$ cat src/rtl/bnn_seq_pkg.sv
// Shared state encoding for the BNN layer sequencer.
// Imported by the sequencer RTL and its testbench.
package bnn_seq_pkg;

    localparam logic [2:0] ST_IDLE  = 3'd0;
    localparam logic [2:0] ST_LOAD  = 3'd1;
    localparam logic [2:0] ST_LAYER = 3'd2;
    localparam logic [2:0] ST_DONE  = 3'd3;
    localparam logic [2:0] ST_ERR   = 3'd4;

    typedef enum logic [2:0] {
        S_IDLE  = ST_IDLE,
        S_LOAD  = ST_LOAD,
        S_LAYER = ST_LAYER,
        S_DONE  = ST_DONE,
        S_ERR   = ST_ERR
    } seq_state_e;

endpackage

$ cat src/rtl/seq_watchdog.sv
// Per-phase watchdog: counts busy cycles since the last clear.
// Instantiated by layer_sequencer only when SEQ_WATCHDOG_EN is defined.
module seq_watchdog #(
    parameter int TIMEOUT_W   = 16,
    parameter int TIMEOUT_CYC = 1000
) (
    input  logic clk,
    input  logic rst,
    input  logic clear,
    input  logic en,
    output logic expired
);

    logic [TIMEOUT_W-1:0] cnt_q;
    logic [TIMEOUT_W-1:0] cnt_d;

    always_comb begin
        cnt_d = cnt_q;
        if (clear) begin
            cnt_d = '0;
        end else if (en) begin
            cnt_d = cnt_q + 1'b1;
        end
    end

    always_ff @(posedge clk) begin
        if (rst) begin
            cnt_q <= '0;
        end else begin
            cnt_q <= cnt_d;
        end
    end

    assign expired = en && (cnt_q == TIMEOUT_W'(TIMEOUT_CYC - 1));

endmodule

$ cat src/rtl/layer_sequencer.sv
// BNN control sequencer: IDLE -> LOAD -> LAYER[0..N-1] -> DONE.
// Optional per-phase watchdog with sticky ERR state under SEQ_WATCHDOG_EN.
module layer_sequencer
    import bnn_seq_pkg::*;
#(
    parameter int NUM_LAYERS  = 3,
    parameter int TIMEOUT_W   = 16,
    parameter int TIMEOUT_CYC = 1000,
    parameter int LIDX_W      = (NUM_LAYERS > 1) ? $clog2(NUM_LAYERS) : 1
) (
    input  logic                  clk,
    input  logic                  rst,
    input  logic                  mode,
    input  logic                  abort,
    input  logic                  err_clr,
    input  logic                  load_done,
    input  logic [NUM_LAYERS-1:0] layer_done,
    output logic [2:0]            state,
    output logic [LIDX_W-1:0]     layer_idx,
    output logic [NUM_LAYERS-1:0] layer_start,
    output logic                  busy,
    output logic                  run_done,
    output logic                  err
);

    localparam logic [LIDX_W-1:0] LAST_IDX = LIDX_W'(NUM_LAYERS - 1);

    seq_state_e            state_q;
    seq_state_e            state_d;
    logic [LIDX_W-1:0]     idx_q;
    logic [LIDX_W-1:0]     idx_d;
    logic [NUM_LAYERS-1:0] start_q;
    logic [NUM_LAYERS-1:0] start_d;
    logic                  timeout;
    logic                  wd_clear;
    logic                  busy_int;

`ifdef SEQ_WATCHDOG_EN
    seq_watchdog #(
        .TIMEOUT_W   (TIMEOUT_W),
        .TIMEOUT_CYC (TIMEOUT_CYC)
    ) u_wd (
        .clk     (clk),
        .rst     (rst),
        .clear   (wd_clear),
        .en      (busy_int),
        .expired (timeout)
    );
`else
    logic unused_wd;
    assign timeout   = 1'b0;
    assign unused_wd = ^{err_clr, wd_clear, TIMEOUT_W[0], TIMEOUT_CYC[0]};
`endif

    always_ff @(posedge clk) begin
        if (rst) begin
            state_q <= S_IDLE;
            idx_q   <= '0;
            start_q <= '0;
        end else begin
            state_q <= state_d;
            idx_q   <= idx_d;
            start_q <= start_d;
        end
    end

    // Priority within each state: abort > done-event > timeout > hold.
    always_comb begin
        state_d = state_q;
        idx_d   = idx_q;
        start_d = '0;
        unique case (state_q)
            S_IDLE: begin
                idx_d = '0;
                if (!abort && mode) begin
                    state_d = S_LOAD;
                end
            end
            S_LOAD: begin
                if (abort) begin
                    state_d = S_IDLE;
                    idx_d   = '0;
                end else if (load_done) begin
                    state_d    = S_LAYER;
                    idx_d      = '0;
                    start_d[0] = 1'b1;
                end else if (timeout) begin
                    state_d = S_ERR;
                end
            end
            S_LAYER: begin
                if (abort) begin
                    state_d = S_IDLE;
                    idx_d   = '0;
                end else if (layer_done[idx_q]) begin
                    if (idx_q == LAST_IDX) begin
                        state_d = S_DONE;
                    end else begin
                        idx_d          = idx_q + 1'b1;
                        start_d[idx_d] = 1'b1;
                    end
                end else if (timeout) begin
                    state_d = S_ERR;
                end
            end
            S_DONE: begin
                state_d = S_IDLE;
                idx_d   = '0;
            end
            S_ERR: begin
`ifdef SEQ_WATCHDOG_EN
                if (abort || err_clr) begin
                    state_d = S_IDLE;
                    idx_d   = '0;
                end
`else
                state_d = S_IDLE;
                idx_d   = '0;
`endif
            end
            default: begin
                state_d = S_IDLE;
                idx_d   = '0;
            end
        endcase
    end

    assign wd_clear = (state_d == S_LOAD && state_q != S_LOAD) || (|start_d);

    always_comb begin
        busy_int = (state_q == S_LOAD) || (state_q == S_LAYER);
        run_done = (state_q == S_DONE);
`ifdef SEQ_WATCHDOG_EN
        err      = (state_q == S_ERR);
`else
        err      = 1'b0;
`endif
    end

    assign busy        = busy_int;
    assign state       = state_q;
    assign layer_idx   = idx_q;
    assign layer_start = start_q;

endmodule

$ cat config.mk
export PLATFORM = sky130hd
export DESIGN_NAME = layer_sequencer
export DESIGN_NICKNAME = d
export VERILOG_FILES = /design/src/rtl/bnn_seq_pkg.sv /design/src/rtl/seq_watchdog.sv /design/src/rtl/layer_sequencer.sv
export SDC_FILE = /design/constraint.sdc
export NUM_CORES = 1
export LEC_CHECK = 0
export CAP_MARGIN = 0
export CORE_AREA = 2 2 39 41
export CTS_CLUSTER_DIAMETER = 30
export DETAILED_ROUTE_END_ITERATION = 6
export DIE_AREA = 0 0 41 43
export GPL_ROUTABILITY_DRIVEN = 0
export PLACE_DENSITY = 0.75
export SLEW_MARGIN = 20
export SYNTH_ARGS = -nofsm -noshare
export SYNTH_HDL_FRONTEND = slang
export SYNTH_HIERARCHICAL = 1
export SYNTH_SLANG_ARGS = --single-unit
$ cat constraint.sdc
create_clock -name clk -period 2.13 [get_ports clk]
set_clock_uncertainty 0.15 [all_clocks]
set_input_delay 0.639 -clock clk [delete_from_list [all_inputs] [get_ports clk]]
set_output_delay 0.639 -clock clk [all_outputs]
set_load 0.02 [all_outputs]
==> flow_summary.yaml <==
setup_path:
  crit_type: "reg2out"
  cp.arrival_ns: 1.27
  r2r_end: "state[0]"
  worstPathMaxFanout: 3
  r2r_cells: 6
  worst_setup_path_end_kind: "primary output"
  reg2reg_from: "layer_idx[0]"
  crit_required_ns: 1.34
  cp-start-kind: "flop"
  regToRegSetupSlack_ns: 0.24
pwr:
  power_density_nw_per_um2: 648
  ir_drop_v: 0.000488
  leakagePower_nw: 0.324
synth:
  synth-seq-cells: 7
  syn_inst: 57
  synth_area_leader_cell: "dfxtp_1"
  yosysTopAreaCellShare_pct: 26.7
  synth_cell_types: 27
  synth_area_per_cell_um2: 9.22
  synth_warnings: 6
  yosysSeqAreaShare_pct: 26.7
  synthTopCellsByArea: "dfxtp_1 27%, ha_1 19%, nand2b_1 4.8%"
  mappedNetlistArea_um2: 526
floorplan:
  io_pins: 20
  die_width_um: 41
  row_count: 14
  core_um2: 1380
  die_area_um2: 1760
  start_util_pct: 38.0
  die_h_um: 43
min_path:
  hp-start: "layer_idx[1]"
  hold_path_class: "reg2reg"
  hold_end: "layer_idx[1]"
  min_path_cells: 2
clocking:
  cts_tree: "done"
  clk_latency_ns: 0.25
  clkSinkCount: 7
  root_buffer: "clkbuf_4"
  cts_buffers: 3
  clockBufferDepth: 2
  cts.clk_slew.worst_paths_ns: 0.05
  htreeDepth: 1
grt:
  grt_pass1_vias: 453
  grt_pass1_wl_um: 1970
  grt_max_degree: 11
  grt_use_total_pct: 16.4
  grt_overflow: 0
  antenna_found_initial: 0
layout:
  final_util_pct: 53.9
  area_growth_pct: 41.9
  diodes: 0
  fillers: 129
  layout_common_cells: "10 x clkdlybuf4s50_1, 8 x ha_1, 7 x dfxtp_1"
  multiInputGateArea_um2: 350
  drive_above_1_share_pct: 17.7
  final_area_um2: 746
  final_common_cell: "clkdlybuf4s50_1"
  fin_nets: 97
  seq_area_um2: 140
place:
  io_buffers: 16
  dpl-instance-area_um2: 723
  hpwl_um: 896
detailed_routing:
  drt-wirelength-per-cell_um: 11.9
  drt.antenna.violating_nets: 0
  first_iter_violations: 4
  drt_wl_total_um: 1130
  route.detailed.drc: 0
  via_count: 487
  vias_per_cell: 5.13
  dr.pass1.iters: 4
timing:
  grt_setup_unrepaired: "false"
  final_max_slew_viol_count: 0
  fmax_ghz: 0.486
  hold_violations: 0
  period_needed_ns: 2.06
  min_period_over_period_pct: 96.6
  setup_viol: 0
flow_run:
  drv_cap: 0
status:
  status: "completed"
registers in the layout, summed over array words and instances, names as in the netlist:
| register | cells |
|---|---|
| layer_start | 3 |
| layer_idx | 2 |
| state | 2 |
logic make-up (layout without fill, tap and decap cells):
logic type	Yosys count	in the layout	synth area share [%]
AND/OR/NAND/NOR	20	20	23.6
AO/OA/AOI/OAI	11	11	18.8
adder cells (fa/ha/maj)	8	8	19.0
buffers and inverters	8	29	7.38
flip-flops	7	7	26.7
multiplexers	2	2	3.81
other	1	2	0.714
cell type report:
| cell class | count | area share, % |
|---|---|---|
| Clock buffer | 4 | 3.52 |
| Sequential cell | 7 | 18.8 |
| Tap cell | 16 | 2.68 |
| Inverter | 4 | 2.01 |
| Multi-Input combinational cell | 43 | 47.0 |
| Timing Repair Buffer | 21 | 26.0 |
power by group:
group / switching, mW / internal (mW)
Sequential: 0.00668 / 0.143
Combinational: 0.109 / 0.102
Clock: 0.0502 / 0.0716
worst max-delay path: stages (launching register included):
cell and delay (ns):
dfxtp_1 0.34, buf_4 0.13, ha_1 0.19, dlygate4sd2_1 0.36
metrics by stage:
stage / hold WS, ns / setup WS (ns) / total power, mW / TNS, ns / std cells
floorplan: 0.515 / 0.294 / 0.280 / 0 / 58
detailed placement: 0.476 / -0.0781 / 0.376 / -0.131 / 91
global route: 0.520 / 0.0212 / 0.521 / 0 / 95
CTS: 0.489 / 0.0195 / 0.496 / 0 / 95
global placement: 0.459 / -0.0728 / 0.376 / -0.0733 / 91
finish: 0.496 / 0.0731 / 0.483 / 0 / 95
synthesized netlist by cell type:
cell type / n
a31oi_1: 1
nor2_1: 4
nand2_1: 2
nand3_1: 1
buf_4: 2
o32ai_1: 1
a221oi_2: 1
clkbuf_1: 1
nor3b_2: 1
a211o_2: 2
a32oi_1: 1
o211ai_2: 1
conb_1: 1
or3_1: 2
inv_1: 4
mux2i_1: 2
nor4b_1: 2
nand2b_1: 4
a21oi_1: 1
nand4b_1: 1
clkbuf_2: 1
ha_1: 8
nor2b_1: 2
o41ai_1: 2
o21ai_0: 1
dfxtp_1: 7
nor3b_1: 1
metal layers:
metal	track usage [%]	routed length, um	up-vias
met5	0	0	-
met4	4.00	0	0
met3	6.28	63	0
met2	25.0	556	14
met1	21.1	513	229
li1	-	-	244
worst max-delay path by stage:
| stage | start | endpoint | slack [ns] | depth (start not counted) |
|---|---|---|---|---|
| finish | state[1] | run_done | 0.07 | 3 |
| global route | state[1] | run_done | 0.02 | 3 |
| CTS | state[1] | busy | 0.02 | 3 |
| detailed placement | abort | state[0] | -0.08 | 5 |
| global placement | abort | state[0] | -0.07 | 5 |
| floorplan | layer_idx[0] | layer_idx[1] | 0.29 | 5 |
what timing repair did:
item | in CTS | in global routing
endpoints found under the setup margin | 4 | 3
resized for setup | 4 | 4
endpoints found under the hold margin | 0 | 0
hold buffers | 0 | 0
setup buffers | 0 | 0
(Power assumes the default switching activity.)
